`config.mk`:
```
export PLATFORM = sky130hd
export DESIGN_NAME = mem_stage
export DESIGN_NICKNAME = d
export VERILOG_FILES = /design/src/rtl/mem_pkg.sv /design/src/rtl/mem_stage_load_align.sv /design/src/rtl/mem_stage.sv
export SDC_FILE = /design/constraint.sdc
export NUM_CORES = 1
export LEC_CHECK = 0
export CORE_AREA = 2 2 235 237
export CTS_BUF_LIST = sky130_fd_sc_hd__clkbuf_4 sky130_fd_sc_hd__clkbuf_8 sky130_fd_sc_hd__clkbuf_16
export CTS_CLUSTER_SIZE = 24
export DETAILED_ROUTE_END_ITERATION = 8
export DIE_AREA = 0 0 237 239
export PLACE_DENSITY = 0.6
export SLEW_MARGIN = 20
export SYNTH_ARGS = -nofsm -noshare
export SYNTH_HDL_FRONTEND = slang
export SYNTH_SLANG_ARGS = --single-unit
```
`constraint.sdc`:
```
create_clock -name CLK -period 6.2 [get_ports CLK]
set_input_delay 0.62 -clock CLK [delete_from_list [all_inputs] [get_ports CLK]]
set_output_delay 0.62 -clock CLK [all_outputs]
set_load 0.05 [all_outputs]
```
`src/rtl/mem_pkg.sv`:
```
// Shared definitions for the memory-access stage: funct3 encodings, FSM states,
// access-size masks and small helpers for alignment and store lane replication.
package mem_pkg;

   localparam logic [2:0] F3_LB  = 3'b000;
   localparam logic [2:0] F3_LH  = 3'b001;
   localparam logic [2:0] F3_LW  = 3'b010;
   localparam logic [2:0] F3_LD  = 3'b011;
   localparam logic [2:0] F3_LBU = 3'b100;
   localparam logic [2:0] F3_LHU = 3'b101;
   localparam logic [2:0] F3_LWU = 3'b110;

   localparam logic [2:0] F3_SB  = 3'b000;
   localparam logic [2:0] F3_SH  = 3'b001;
   localparam logic [2:0] F3_SW  = 3'b010;
   localparam logic [2:0] F3_SD  = 3'b011;

   localparam logic [7:0] SIZE_MASK_B = 8'h01;
   localparam logic [7:0] SIZE_MASK_H = 8'h03;
   localparam logic [7:0] SIZE_MASK_W = 8'h0F;
   localparam logic [7:0] SIZE_MASK_D = 8'hFF;

   typedef enum logic {
      IDLE = 1'b0,
      WAIT = 1'b1
   } state_t;

   // Access size comes from funct3[1:0] for both loads and stores.
   function automatic logic [7:0] size_mask(input logic [1:0] sz);
      case (sz)
         2'd0:    size_mask = SIZE_MASK_B;
         2'd1:    size_mask = SIZE_MASK_H;
         2'd2:    size_mask = SIZE_MASK_W;
         default: size_mask = SIZE_MASK_D;
      endcase
   endfunction

   function automatic logic is_aligned(input logic [2:0] off, input logic [1:0] sz);
      case (sz)
         2'd0:    is_aligned = 1'b1;
         2'd1:    is_aligned = (off[0] == 1'b0);
         2'd2:    is_aligned = (off[1:0] == 2'b00);
         default: is_aligned = (off == 3'b000);
      endcase
   endfunction

   function automatic logic [63:0] replicate_lanes(input logic [63:0] d, input logic [1:0] sz);
      case (sz)
         2'd0:    replicate_lanes = {8{d[7:0]}};
         2'd1:    replicate_lanes = {4{d[15:0]}};
         2'd2:    replicate_lanes = {2{d[31:0]}};
         default: replicate_lanes = d;
      endcase
   endfunction

endpackage

```
`src/rtl/mem_stage_load_align.sv`:
```
// Load lane extraction: shifts the addressed bytes of an aligned doubleword down
// to bit 0 and sign- or zero-extends them according to funct3.
module load_align
   import mem_pkg::*;
(
   input  logic [63:0] rdata,
   input  logic [2:0]  offset,
   input  logic [2:0]  funct3,
   output logic [63:0] value
);

   logic [63:0] shifted;

   always_comb begin
      shifted = rdata >> {offset, 3'b000};
      case (funct3)
         F3_LB:   value = {{56{shifted[7]}},  shifted[7:0]};
         F3_LH:   value = {{48{shifted[15]}}, shifted[15:0]};
         F3_LW:   value = {{32{shifted[31]}}, shifted[31:0]};
         F3_LBU:  value = {56'd0, shifted[7:0]};
         F3_LHU:  value = {48'd0, shifted[15:0]};
         F3_LWU:  value = {32'd0, shifted[31:0]};
         default: value = shifted;
      endcase
   end

endmodule

```
`src/rtl/mem_stage.sv`:
```
// RV64 memory-access stage: issues dmem requests, resolves branches and
// produces the registered writeback bundle.
//
// state | meaning
// IDLE  | accepting a new instruction from execute
// WAIT  | dmem request outstanding, upstream stalled until ack or timeout
module mem_stage
   import mem_pkg::*;
#(
   parameter int XLEN    = 64,
   parameter int TIMEOUT = 255
) (
   input  logic            CLK,
   input  logic            RST_N,
   input  logic [XLEN-1:0] res_i,
   input  logic            alu_write_back_en_i,
   input  logic [4:0]      rd_i,
   input  logic            load_flag_i,
   input  logic            mem_en_i,
   input  logic            branch_flag_i,
   input  logic [XLEN-1:0] branch_offset_i,
   input  logic [XLEN-1:0] PC_i,
   input  logic [2:0]      funct3_i,
   input  logic [XLEN-1:0] store_data_i,
   output logic            dmem_req,
   output logic            dmem_we,
   output logic [XLEN-1:0] dmem_addr,
   output logic [XLEN-1:0] dmem_wdata,
   output logic [7:0]      dmem_wstrb,
   input  logic            dmem_ack,
   input  logic [XLEN-1:0] dmem_rdata,
   output logic            stall,
   output logic            take_branch,
   output logic [XLEN-1:0] branch_target,
   output logic            wb_en,
   output logic [4:0]      wb_rd,
   output logic [XLEN-1:0] wb_data,
   output logic            mem_err
);

   localparam logic [7:0] TO_LAST = 8'(TIMEOUT - 1);

   state_t      state;
   logic [7:0]  to_cnt;
   logic [4:0]  rd_q;
   logic [2:0]  f3_q;
   logic        ld_q;
   logic [2:0]  off_q;
   logic [63:0] ld_value;
   logic        in_aligned;

   assign in_aligned = is_aligned(res_i[2:0], funct3_i[1:0]);

   load_align u_load_align (
      .rdata  (dmem_rdata),
      .offset (off_q),
      .funct3 (f3_q),
      .value  (ld_value)
   );

   // Branches take priority over a (malformed) simultaneous mem_en.
   always_comb begin
      stall = 1'b0;
      if (state == WAIT)
         stall = !dmem_ack;
      else if (!take_branch && !branch_flag_i && mem_en_i && in_aligned)
         stall = 1'b1;
   end

   always_ff @(posedge CLK or negedge RST_N) begin
      if (!RST_N) begin
         state         <= IDLE;
         to_cnt        <= '0;
         rd_q          <= '0;
         f3_q          <= '0;
         ld_q          <= 1'b0;
         off_q         <= '0;
         dmem_req      <= 1'b0;
         dmem_we       <= 1'b0;
         dmem_addr     <= '0;
         dmem_wdata    <= '0;
         dmem_wstrb    <= '0;
         take_branch   <= 1'b0;
         branch_target <= '0;
         wb_en         <= 1'b0;
         wb_rd         <= '0;
         wb_data       <= '0;
         mem_err       <= 1'b0;
      end else begin
         wb_en       <= 1'b0;
         take_branch <= 1'b0;
         mem_err     <= 1'b0;
         case (state)
            IDLE: begin
               if (!take_branch) begin
                  if (branch_flag_i) begin
                     take_branch   <= res_i[0];
                     branch_target <= PC_i + branch_offset_i;
                  end else if (mem_en_i) begin
                     if (in_aligned) begin
                        rd_q       <= rd_i;
                        f3_q       <= funct3_i;
                        ld_q       <= load_flag_i;
                        off_q      <= res_i[2:0];
                        dmem_req   <= 1'b1;
                        dmem_we    <= !load_flag_i;
                        dmem_addr  <= {res_i[63:3], 3'b000};
                        dmem_wdata <= replicate_lanes(store_data_i, funct3_i[1:0]);
                        dmem_wstrb <= size_mask(funct3_i[1:0]) << res_i[2:0];
                        to_cnt     <= '0;
                        state      <= WAIT;
                     end else begin
                        mem_err <= 1'b1;
                     end
                  end else begin
                     wb_en   <= alu_write_back_en_i && (rd_i != 5'd0);
                     wb_rd   <= rd_i;
                     wb_data <= res_i;
                  end
               end
            end
            WAIT: begin
               if (dmem_ack) begin
                  dmem_req <= 1'b0;
                  to_cnt   <= '0;
                  state    <= IDLE;
                  if (ld_q) begin
                     wb_en   <= (rd_q != 5'd0);
                     wb_rd   <= rd_q;
                     wb_data <= ld_value;
                  end
               end else if (to_cnt == TO_LAST) begin
                  dmem_req <= 1'b0;
                  mem_err  <= 1'b1;
                  to_cnt   <= '0;
                  state    <= IDLE;
               end else begin
                  to_cnt <= to_cnt + 8'd1;
               end
            end
            default: state <= IDLE;
         endcase
      end
   end

endmodule

```
==> results of run 1 <==
[flip-flops by register name, summed over array words and instances (netlist names)]
register	flops
branch_target	64
dmem_addr	61
dmem_req	1
dmem_wdata	64
dmem_we	1
dmem_wstrb	8
f3_q	3
ld_q	1
mem_err	1
off_q	3
rd_q	5
state	1
take_branch	1
to_cnt	8
wb_data	64
wb_en	1
wb_rd	5
[critical path, stage by stage]
cell and delay, ps:
clkdlybuf4s50_1 740, a21o_1 310, a21boi_0 230, and3_1 190, buf_4 270, nand2_4 380, nand2_1 230, clkdlybuf4s50_1 860
[power groups by stage]
stage	Sequential [uW]	Clock (uW)	Combinational, uW
2_1_floorplan	4420	0	1340
3_3_place_gp	2800	0	4790
3_5_place_dp	2810	0	4820
4_1_cts	2780	2250	4830
5_1_grt	2840	2320	5070
6_report	2780	2190	4820
[kinds of logic after synthesis]
kind of cell / after synthesis / share of synthesized area, %
adder cells (fa/ha/maj): 66 / 4.608
other: 1 / 0.02074
flip-flops: 292 / 40.40
buffers and inverters: 187 / 4.262
AND/OR/NAND/NOR: 789 / 18.11
multiplexers: 128 / 8.254
AO/OA/AOI/OAI: 620 / 21.59
XOR/XNOR: 57 / 2.760
[cell type report]
class / instances / area [um^2] / share of cell area [%]
Clock buffer: 55 / 1140 / 4.415
Inverter: 39 / 146.4 / 0.5670
Multi-Input combinational cell: 1663 / 10040 / 38.90
Clock inverter: 11 / 82.58 / 0.3199
Tap cell: 704 / 880.8 / 3.412
Antenna cell: 1 / 2.502 / 0.009693
Timing Repair Buffer: 624 / 6208 / 24.05
Sequential cell: 292 / 7313 / 28.33
[through the flow]
step	hold slack, ps	power, uW	instance area (um^2)
floorplan	324.4	5758	18090
global placement	453.2	7592	24590
detailed placement	460.3	7625	24590
CTS	67.05	9864	25810
global route	79.33	10230	25820
finish	40.55	9787	25820
[layer usage]
layer,track usage (%),share of wire [%],wire length [um],vias up
met2,44.54,49,36550,725
li1,-,-,-,8590
met1,31.55,40,30250,8788
met3,6.212,7.6,5675,115
met4,8.611,3.4,2582,10
met5,0,0.084,63,-
[cell usage in the layout (no fill, tap or decap), types with 39 or more instances in the layout]
master,netlist,layout
clkbuf_16,0,39
mux2i_1,103,103
o31ai_1,48,48
clkdlybuf4s50_1,0,603
dfrtp_1,292,289
a211oi_1,54,54
ha_1,65,65
inv_1,39,39
nand2_1,515,513
nor2_1,148,148
o21ai_0,192,192
a21oi_1,146,146
[worst min path at each step]
stage	to	startpoint	cells after the start	slack (ps)
final	dmem_addr[21]	RST_N	1	40
after global placement	branch_target[5]	branch_target[5]	2	450
after CTS	dmem_addr[21]	RST_N	1	70
after floorplan	branch_target[0]	RST_N	0	320
after global routing	dmem_addr[21]	RST_N	1	80
after detailed placement	branch_target[5]	branch_target[5]	2	460
==> impl_metrics.yaml, run 1 <==
drt:
  detailedRoute.firstIterationViolations: 1182
  wl_um: 75130
  wire_per_inst_um: 22.17
  drt_first_pass_iters: 6
  via_count: 18230
  drc: 0
  via_per_inst: 5.379
  antenna_violating_nets_post_route: 0
logic_synthesis:
  postSynthCellCount: 2140
  yosysTopAreaCell: "dfrtp_1"
  ys_ff_latch: 292
  async_flop_share_pct: 100.0
  synth_top_flop_cell: "dfrtp_1"
  yosysUniqueCellTypes: 77
  ranking_of_synthesized_cells_by_instance_count: "nand2_1 (515), dfrtp_1 (292), o21ai_0 (192), nor2_1 (148), a21oi_1 (146)"
  synthMostInstantiatedCell: "nand2_1"
  synth_top_cells_by_area: "dfrtp_1 (40%), nand2_1 (11%), mux2i_1 (5.7%), o21ai_0 (5.3%), ha_1 (4.5%)"
  synth_edf_count: 0
  netlist.area_leader.share_pct: 40.40
  post_synth.cell_area_avg_um2: 8.451
  syn-cell-area_um2: 18080
  number_of_warnings_issued_by_yosys: 0
  synth-seq-area-share_pct: 40.40
worst_setup_path:
  worstSetupStartpointType: "input port"
  ff2ff_setup_slack_ps: 1870
  worst_r2r_startpoint: "off_q[1]"
  worst_r2r_endpoint: "wb_data[40]"
  crit_required_ps: 5580
  critPathArrivalTime_ps: 3850
  r2r_cells: 9
  crit_start: "res_i[2]"
  timing.setup.critical_path_class: "in2out"
  crit_path_max_fanout: 64
  critical_path.endpoint: "stall"
  critical_path.endpoint_type: "primary output"
sta:
  setup-violations-final: 0
  tightestPinTransition_ps: 1028
  slew_headroom_pct: 31.28
  slew_violations: 0
  worst_clock_skew_ps: 22.78
  post-route-worst-setup-slack_ps: 1725
  setup_repair_after_global_routing_missed_its_margin: "no"
  final.setup.tns_ps: 0
  max_freq_mhz: 223.5
  final.period_utilization_pct: 72.18
  report.final.hold_viol_count: 0
  period_needed_ps: 4475
floorplanning:
  placement_rows: 86
  initial_utilization_pct: 33.28
  die_w_um: 237
  top_level_ports: 610
  core_area_um2: 54340
  die_area_um2: 56640
  die_h_um: 239
clocking:
  cts_made_buffers: 38
  cts.hold.buffers_added: 0
  cts_htree_levels: 2
  ctsRootBufferMaster: "clkbuf_16"
  post_cts_resized: 0
  clk_pin_slew_worst_paths_ps: 60
  max-clock-path-buffers: 3
  clock_latency_on_the_worst_skew_pair_ps: 560
  clkSinkCount: 292
  cts_post_setup_buffers_inserted: 0
  clock_tree_from_tritoncts: "done"
global_route:
  grt_antenna_before_repair: 7
  grt_start_max_net_pins: 108
  gr-usage-all-layers_pct: 25.79
  grt_overflow_total: 0
  grt_first_pass_wirelength_um: 112000
  vias_in_the_first_global_route: 18200
power:
  internal_power_summed_over_all_cells_uw: 5313
  seq_power_share_pct: 28.4
  p_comb_share_pct: 49.2
  total_power_per_unit_cell_area_nw_per_um2: 379.1
  switchingPower_uw: 4474
  switching_share_pct: 45.71
  vdd_drop_max_mv: 0.2427
  static-leakage-power_uw: 0.01125
  power_frac_clock_pct: 22.3
place:
  post_placement_cell_count: 3322
  globalplace.congestion: 0.9186
  dp.final_hpwl_um: 57610
  place.port_buffers: 606
  detailedPlace.worstSlack_ps: 1608
layout:
  nFillCells: 5285
  areaGrowthSynthToFinish_pct: 42.76
  final_cells: 3389
  design.final.nets: 3059
  post-route-util_pct: 47.51
  post_route_cells_drive_above_1_share_pct: 5.142
run_status:
  run_status: "complete, no violations"
worst_hold_path:
  worstHoldPathType: "in2async"
job:
  drv_cap: 0
Note: power is estimated with default switching activity, not from simulation.
==> inputs of run 2 (changes only) <==
--- a/config.mk
+++ b/config.mk
@@ -5,12 +5,12 @@
 export SDC_FILE = /design/constraint.sdc
 export NUM_CORES = 1
 export LEC_CHECK = 0
-export CORE_AREA = 2 2 235 237
+export CORE_AREA = 2 2 237 239
 export CTS_BUF_LIST = sky130_fd_sc_hd__clkbuf_4 sky130_fd_sc_hd__clkbuf_8 sky130_fd_sc_hd__clkbuf_16
 export CTS_CLUSTER_SIZE = 24
 export DETAILED_ROUTE_END_ITERATION = 8
-export DIE_AREA = 0 0 237 239
-export PLACE_DENSITY = 0.6
+export DIE_AREA = 0 0 239 241
+export PLACE_DENSITY = 0.61
 export SLEW_MARGIN = 20
 export SYNTH_ARGS = -nofsm -noshare
 export SYNTH_HDL_FRONTEND = slang
==> constraint.sdc (replaced) <==
create_clock -name CLK -period 3.6 [get_ports CLK]
set_input_delay 0.36 -clock CLK [delete_from_list [all_inputs] [get_ports CLK]]
set_output_delay 0.36 -clock CLK [all_outputs]
set_load 0.05 [all_outputs]
==> run 2 against run 1 <==
Flip-flop and latch count unchanged. Clock-buffer cell count is 3 lower. Critical path type is now reg2reg. First-iteration DRC count up 5.6%. Die area grew 1.7%. Power grew 74%. Critical path depth is the same. Largest power group unchanged. Clock power rose by 72%. Hold slack improved by 320 ps. Non-clock buffer count grew 38. Register-to-register slack got worse by 1500 ps. Sequential share of layout area is 0.45 points lower.
==> impl_metrics.yaml, run 2 (synthesis gave the netlist of run 1 again) <==
worst_setup_path:
  crit_path_max_fanout: 57
  critical_path.endpoint: "wb_data[44]"
  timing.setup.critical_path_class: "reg2reg"
  ff2ff_setup_slack_ps: 400
  critPathArrivalTime_ps: 3650
  worst_path_most_repeated_cell: "buf_12"
  worstSetupStartpointType: "flip-flop"
  cp_num_cells: 8
  timing.critical_path.cells: "buf_12 > o21ai_0 > mux2i_1 > a2111oi_4 > or3_1 > buf_12 > a21oi_1 > o31ai_2"
  crit_path_top_delay_cell: "o21ai_0"
  worst_r2r_startpoint: "off_q[0]"
  crit_path_max_incr_delay_ps: 670
  critPathTopFamily: "compound AO/OA/AOI/OAI gates"
  worst_r2r_endpoint: "wb_data[44]"
  r2r_cells: 8
  critical_path.endpoint_type: "flip-flop"
  crit_start: "off_q[0]"
  crit_required_ps: 4050
  critPathBufInv: 2
worst_hold_path:
  worstHoldPathType: "in2reg"
sta:
  setup-violations-final: 0
  final.period_utilization_pct: 88.88
  slew_violations: 0
  tightestPinTransition_ps: 968.7
  period_needed_ps: 3200
  worst_clock_skew_ps: 18.86
  slew_headroom_pct: 35.18
  max_freq_mhz: 312.5
  report.final.hold_viol_count: 0
  setup_repair_after_global_routing_missed_its_margin: "no"
  final.setup.tns_ps: 0
drt:
  via_count: 18360
  via_per_inst: 5.361
  wire_per_inst_um: 22.19
  drt_first_pass_iters: 5
  antenna_violating_nets_post_route: 0
  detailroute.wirelength.met3_um: 6159
  detailedRoute.firstIterationViolations: 1248
  wl_um: 75970
  detailroute.wirelength.met2_um: 36330
  wl_met1_um: 31140
  drc: 0
  maxUsedRoutingLayer: "met5"
layout:
  largest_registers: "branch_target (64), dmem_wdata (64), wb_data (64)"
  nFillCells: 5254
  final_common_cell: "clkdlybuf4s50_1"
  design.final.nets: 3095
  post-route-util_pct: 47.81
  areaGrowthSynthToFinish_pct: 45.07
  final_cells: 3424
  post_route_cells_drive_above_1_share_pct: 6.365
  mostFrequentLayoutCells: "clkdlybuf4s50_1 (602), nand2_1 (513), dfrtp_1 (289)"
power:
  total_power_per_unit_cell_area_nw_per_um2: 647.5
  vdd_drop_max_mv: 0.3466
  finalPower_uw: 16990
  static-leakage-power_uw: 0.01148
clocking:
  max-clock-path-buffers: 3
  ctsRootBufferMaster: "clkbuf_16"
  cts_made_buffers: 36
  clock_tree_from_tritoncts: "done"
  clk_pin_slew_worst_paths_ps: 60
  cts_htree_levels: 2
  clock_latency_on_the_worst_skew_pair_ps: 550
  clkSinkCount: 292
  cts_post_setup_buffers_inserted: 0
global_route:
  grt_first_pass_wirelength_um: 113000
  grt_overflow_total: 0
  gr-usage-all-layers_pct: 25.50
  grt_antenna_before_repair: 5
  grt_start_max_net_pins: 139
  vias_in_the_first_global_route: 18340
floorplanning:
  die_area_um2: 57600
  top_level_ports: 610
  die_h_um: 241
  initial_utilization_pct: 32.95
  core_area_um2: 54880
  die_w_um: 239
  placement_rows: 86
job:
  drv_cap: 0
place:
  dp.final_hpwl_um: 58680
  place.port_buffers: 606
  globalplace.congestion: 0.9606
  post_placement_cell_count: 3359
run_status:
  run_status: "complete, no violations"
run 2: cell count changes in the layout (fill, tap and decap cells not counted), moves of 2 or more:
cell	before	now
buf_4	17	45
bufinv_16	0	2
clkbuf_4	9	7
inv_6	0	2
buf_12	1	11
clkinv_2	7	3
run 2: how the worst min path moves through the flow:
stage | from | endpoint | slack [ps] | depth (start not counted)
after floorplan | RST_N | branch_target[0] | 60 | 0
after global placement | branch_target[7] | branch_target[7] | 460 | 2
after detailed placement | branch_target[7] | branch_target[7] | 460 | 2
after CTS | funct3_i[1] | dmem_wstrb[4] | 310 | 5
after global routing | res_i[60] | dmem_addr[60] | 360 | 3
final | funct3_i[1] | dmem_wstrb[4] | 360 | 5
run 2: cell type report:
| type | instances | area [um^2] | share of cell area, % |
|---|---|---|---|
| Multi-Input combinational cell | 1663 | 10050 | 38.29 |
| Clock inverter | 10 | 125.1 | 0.4769 |
| Antenna cell | 2 | 5.005 | 0.01908 |
| Clock buffer | 52 | 1100 | 4.192 |
| Inverter | 39 | 146.4 | 0.5580 |
| Sequential cell | 292 | 7313 | 27.88 |
| Timing Repair Buffer | 662 | 6619 | 25.23 |
| Tap cell | 704 | 880.8 | 3.357 |
run 2: stage by stage:
stage | hold WS (ps) | setup slack [ps] | cell area [um^2]
final | 357.9 | 400.2 | 26240
after global routing | 357.1 | 279.8 | 26230
after CTS | 310.9 | 382.4 | 26230
after detailed placement | 458.2 | 95.04 | 25000
after global placement | 456.3 | 107.7 | 24990
after floorplan | 64.41 | 778.3 | 18090
run 2: metal layers:
metal / track usage (%) / vias up
li1: - / 8668
met1: 32.14 / 8826
met2: 42.86 / 751
met3: 6.417 / 106
met4: 8.087 / 6
met5: 0 / -
run 2: timing repair:
| item | in CTS | in global routing |
|---|---|---|
| endpoints found under the hold margin | 109 | 0 |
| gates resized for setup | 0 | 0 |
| hold buffers | 1 | 0 |
run 2: tightest hold or removal path, cell delays in order:
cell	delay, ps
buf_2	120
o21ai_0	110
a21oi_1	80
a21oi_1	110
o21ai_0	80
run 2: where the power goes:
| group | internal, uW | total [uW] | switching (uW) |
|---|---|---|---|
| Sequential | 4160 | 4750 | 591 |
| Clock | 2280 | 3770 | 1500 |
| Combinational | 2880 | 8470 | 5590 |
